File: src/rtl/disp_pkg.sv
// disp_pkg: shared constants and types for the display scroll sequencer
package disp_pkg;
  localparam int WIDTH = 16;
  localparam int NDIG = 5;
  localparam int WIN = 3;
  localparam logic [1:0] POS_DEFAULT = 2'd1;
  localparam logic [1:0] POS_MAX = 2'd2;
  typedef enum logic [1:0] {IDLE, CONV, SHOW} state_t;
  typedef logic [3:0] bcd_t;
endpackage

File: src/rtl/bin2bcd_seq.sv
// bin2bcd_seq: iterative double-dabble, one add-3/shift step per step cycle
module bin2bcd_seq
  import disp_pkg::*;
(
  input  logic               clk,
  input  logic               rst_n,
  input  logic               load,
  input  logic               step,
  input  logic [WIDTH-1:0]   bin_in,
  output logic               done,
  output logic [4*NDIG-1:0]  bcd
);
  localparam int CW = $clog2(WIDTH + 1);
  logic [WIDTH-1:0] bin;
  logic [CW-1:0] cnt;
  logic [4*NDIG-1:0] adj;
  always_comb begin
    adj = bcd;
    for (int i = 0; i < NDIG; i++)
      adj[4*i +: 4] = bcd[4*i +: 4] >= 4'd5 ? bcd[4*i +: 4] + 4'd3 : bcd[4*i +: 4];
  end
  always_ff @(posedge clk)
    if (!rst_n) begin
      bcd <= '0;
      bin <= '0;
      cnt <= '0;
      done <= 1'b0;
    end else if (load) begin
      bcd <= '0;
      bin <= bin_in;
      cnt <= '0;
      done <= 1'b0;
    end else if (step && cnt != CW'(WIDTH)) begin
      {bcd, bin} <= {adj, bin} << 1;
      cnt <= cnt + 1'b1;
      done <= cnt == CW'(WIDTH - 1);
    end else
      done <= 1'b0;
endmodule

File: src/rtl/disp_scroll_ctrl.sv
// disp_scroll_ctrl: captures the product, converts it to BCD and scrolls a 3-digit window
module disp_scroll_ctrl
  import disp_pkg::*;
(
  input  logic             clk,
  input  logic             rst_n,
  input  logic             start,
  input  logic             sl,
  input  logic             sr,
  input  logic             sign_in,
  input  logic [WIDTH-1:0] value,
  output logic [3:0]       win0,
  output logic [3:0]       win1,
  output logic [3:0]       win2,
  output logic             sign_out,
  output logic [1:0]       pos,
  output logic             busy,
  output logic             valid
);
  state_t state;
  logic start_q, sl_q, sr_q, start_rise, sl_rise, sr_rise, done, fin;
  logic [4*NDIG-1:0] bcd;
  logic [2:0] p;
  bcd_t dig [NDIG];
  bcd_t src [NDIG];
  assign start_rise = start & ~start_q;
  assign sl_rise = sl & ~sl_q;
  assign sr_rise = sr & ~sr_q;
  assign fin = state == CONV && done && !start_rise;
  // On the finishing cycle the window is taken straight from the fresh digits so it lands together with valid
  always_comb begin
    for (int i = 0; i < NDIG; i++) src[i] = fin ? bcd[4*(NDIG-1-i) +: 4] : dig[i];
    p = {1'b0, fin ? POS_DEFAULT : pos};
  end
  bin2bcd_seq u_conv (
    .clk    (clk),
    .rst_n  (rst_n),
    .load   (start_rise),
    .step   (state == CONV),
    .bin_in (value),
    .done   (done),
    .bcd    (bcd)
  );
  always_ff @(posedge clk)
    if (!rst_n) begin
      state <= IDLE;
      {start_q, sl_q, sr_q} <= 3'b000;
      dig <= '{default: '0};
      {win0, win1, win2} <= '0;
      pos <= POS_DEFAULT;
      sign_out <= 1'b0;
      busy <= 1'b0;
      valid <= 1'b0;
    end else begin
      {start_q, sl_q, sr_q} <= {start, sl, sr};
      win0 <= src[p];
      win1 <= src[p + 3'd1];
      win2 <= src[p + 3'd2];
      if (start_rise) begin
        sign_out <= sign_in;
        busy <= 1'b1;
        valid <= 1'b0;
        state <= CONV;
      end else if (fin) begin
        dig <= src;
        pos <= POS_DEFAULT;
        busy <= 1'b0;
        valid <= 1'b1;
        state <= SHOW;
      end else if (state == SHOW && sl_rise != sr_rise)
        pos <= sl_rise ? (pos == POS_MAX ? pos : pos + 2'd1) : (pos == 2'd0 ? pos : pos - 2'd1);
    end
endmodule
File: config.mk
export PLATFORM = sky130hd
export DESIGN_NAME = disp_scroll_ctrl
export DESIGN_NICKNAME = d
export VERILOG_FILES = /design/src/rtl/disp_pkg.sv /design/src/rtl/bin2bcd_seq.sv /design/src/rtl/disp_scroll_ctrl.sv
export SDC_FILE = /design/constraint.sdc
export NUM_CORES = 1
export LEC_CHECK = 0
export ABC_CLOCK_PERIOD_IN_PS = 2400
export CORE_MARGIN = 10
export CORE_UTILIZATION = 60
export CTS_BUF_LIST = sky130_fd_sc_hd__clkbuf_16
export DETAILED_ROUTE_END_ITERATION = 16
export PLACE_DENSITY = 0.84
export REMOVE_ABC_BUFFERS = 1
export SYNTH_ARGS = -nofsm -noshare
export SYNTH_HDL_FRONTEND = slang
export SYNTH_HIERARCHICAL = 1
export SYNTH_SLANG_ARGS = --single-unit
File: constraint.sdc
create_clock -name clk -period 2.4 [get_ports clk]
set_input_delay 0.36 -clock clk [delete_from_list [all_inputs] [get_ports clk]]
set_output_delay 0.36 -clock clk [all_outputs]
set_load 0.01 [all_outputs]
==> impl_metrics.env <==
export IMPL_end_kind="output port"
export IMPL_crit_path_max_incr_delay_ns=0.60
export IMPL_die_area_um2=10000
export IMPL_fill_cells=477
export IMPL_drv_slew=0
export IMPL_avgSynthCellArea_um2=8.53
export IMPL_drv_cap=0
export IMPL_ios=39
export IMPL_setup_tns_ns=0
export IMPL_cts_buffer_depth=2
export IMPL_worst_pin_slew_ns=0.443
export IMPL_p_leak_nw=1.62
export IMPL_wl_per_cell_um=14.9
export IMPL_nNetsFinal=516
export IMPL_max_slew_margin_pct=70.5
export IMPL_ctsHoldBuffers=0
export IMPL_cts_root_buf="clkbuf_16"
export IMPL_fin_area_um2=4530
export IMPL_post_cts_setup_buffers=0
export IMPL_crit_chain="buf_4 > clkdlybuf4s50_1"
export IMPL_preCtsSetupSlack_ns=0.317
export IMPL_dr_first_iter_drc_count=232
export IMPL_crit_arrival_ns=1.51
export IMPL_totalWireLength_um=8370
export IMPL_vias=3244
export IMPL_stdcell_count=563
export IMPL_clock_fmax_mhz=534
export IMPL_drive_gt1_share_pct=8.23
export IMPL_slowest_stage="clkdlybuf4s50_1"
export IMPL_dpl_hpwl_um=5750
export IMPL_antenna_found_initial=0
export IMPL_ant_nets=0
export IMPL_hold_violations=0
export IMPL_grt_pass1_vias=3158
export IMPL_overflow=0
export IMPL_area_growth_pct=18.1
export IMPL_numCtsBuffers=9
export IMPL_gp_congestion=0.787
export IMPL_ys_flop_type="dfxtp_1"
export IMPL_portBuffers=38
export IMPL_cp_max_fo=19
export IMPL_run_status="completed"
export IMPL_cts_tree="built"
export IMPL_htree_levels=3
export IMPL_finalCriticalPeriod_ns=1.87
export IMPL_ir_drop_mv=0.510
export IMPL_grt_max_degree=56
export IMPL_initial_core_util_pct=61.2
export IMPL_die_width_um=100
export IMPL_path_clk_slew_ns=0.06
export IMPL_period_share_pct=78.1
export IMPL_drcViolationCount=0
export IMPL_critical_path_class="reg2out"
export IMPL_async_reset_ff_share_pct=0
export IMPL_hold_class="reg2reg"
export IMPL_setup_viol=0
export IMPL_die_h_um=100
export IMPL_placed_area_um2=4250
export IMPL_crit_required_ns=2.04
export IMPL_fin_worst_skew_ns=0.00471
export IMPL_place_inst=547
export IMPL_rsz0062_at_grt="no"
export IMPL_ys_ff_latch=82
export IMPL_startpoint_type="flop"
export IMPL_worstSkewPairLatency_ns=0.33
export IMPL_cts_resized=0
export IMPL_synthCells=450
export IMPL_cts_num_sinks=82
export IMPL_synth_area_um2=3840
export IMPL_ys_seq_area_share_pct=42.8
export IMPL_viasPerCell=5.76
export IMPL_final_util_pct=72.2
export IMPL_coreArea_um2=6280
export IMPL_final_setup_worst_slack_ns=0.526
export IMPL_insertedDiodeCount=0
export IMPL_grt_pass1_wl_um=14300
export IMPL_powerDensity_nw_per_um2=655
export IMPL_track_usage_pct=16.9
export IMPL_drt_pass1_iterations=5
export IMPL_yosys_cell_types_count=45
export IMPL_ys_warnings_count=6
export IMPL_fp_row_count=29
export IMPL_synth_edff_count=0
stage by stage:
step	hold slack (ns)	total power [W]
5_1_grt	0.488	0.00305
4_1_cts	0.466	0.00298
2_1_floorplan	0.433	0.00157
3_5_place_dp	0.455	0.00167
6_report	0.468	0.00297
3_3_place_gp	0.442	0.00166
final timing paths:
check | start | cells after the start | slack [ns] | to
max | pos[1] | 2 | 0.53 | pos[1]
min | sign_out | 2 | 0.47 | sign_out
min reg2reg | sign_out | 2 | 0.47 | sign_out
max reg2reg | u_conv/bcd[5] | 6 | 0.67 | u_conv/bcd[6]
flip-flops by register name, summed over array words and instances (netlist names):
name	count
dig	20
pos	2
sign_out	1
sl_q	1
sr_q	1
start_q	1
state	2
u_conv/bcd	20
u_conv/bin	16
u_conv/cnt	5
u_conv/done	1
win0	4
win1	4
win2	4
layer usage:
layer  vias to the layer above  wire (µm)  global-route usage (%)
met2                        97       4120                    28.6
met1                      1519       3700                    19.9
li1                       1616          -                       -
met4                         0        128                    7.17
met3                        12        433                    4.19
met5                         -          0                       0
cells by family after synthesis:
group / Yosys count / share of synthesized area, %
flops: 82 / 42.8
mux: 17 / 4.69
xor+xnor: 5 / 1.14
compound gates: 128 / 21.5
simple gates: 161 / 20.0
fa+ha+maj: 13 / 4.24
buf+inv: 44 / 5.64
cell usage after synthesis, drive strengths merged (3+ instances only):
cell type,count,area share (%)
nor3b,5,0.98
a21boi,30,5.9
ha,13,4.2
o211ai,9,1.8
mux2i,9,2.3
o31ai,3,0.59
and2,8,1.4
nand2,92,9.1
a31oi,14,2.3
a21oi,22,2.9
mux2,8,2.3
nor2b,3,0.55
nand3,19,2.5
o21ai,40,5.2
nor2,14,1.4
xor2,3,0.68
nand2b,7,1.3
inv,16,1.6
dfxtp,82,43
clkbuf,10,0.98
and3,4,0.68
o211a,4,1.0
buf,18,3.1
layout make-up:
type	instances	area [µm²]	share of cell area [%]
multi-input combinational	324	1980	43.7
sequential	82	1640	36.2
timing repair buffer	48	468	10.3
clock buffer	9	225	4.97
tap	77	96.3	2.13
clock inverter	7	61.3	1.35
inverter	16	60.1	1.32
critical path: cells and delay by family, from the launching register on:
family	cells	cell delay, ns
flip-flops	1	0.31
buffers and inverters	2	0.88
placed cells by master (no fill, tap or decap), drive strengths merged, types with 10 or more instances in the layout:
cell,instances
nand2,92
dfxtp,82
o21ai,40
clkdlybuf4s50,38
a21boi,30
a21oi,22
nand3,19
inv,17
nor2,14
a31oi,14
ha,13
buf,10
power by group:
part	internal [W]	leakage, nW	total [W]	switching, W
sequential	0.00140	0.666	0.00142	0.0000235
clock	0.000792	0.138	0.00133	0.000534
combinational	0.0000992	0.814	0.000222	0.000123
Power figures use the tool's default switching activity.
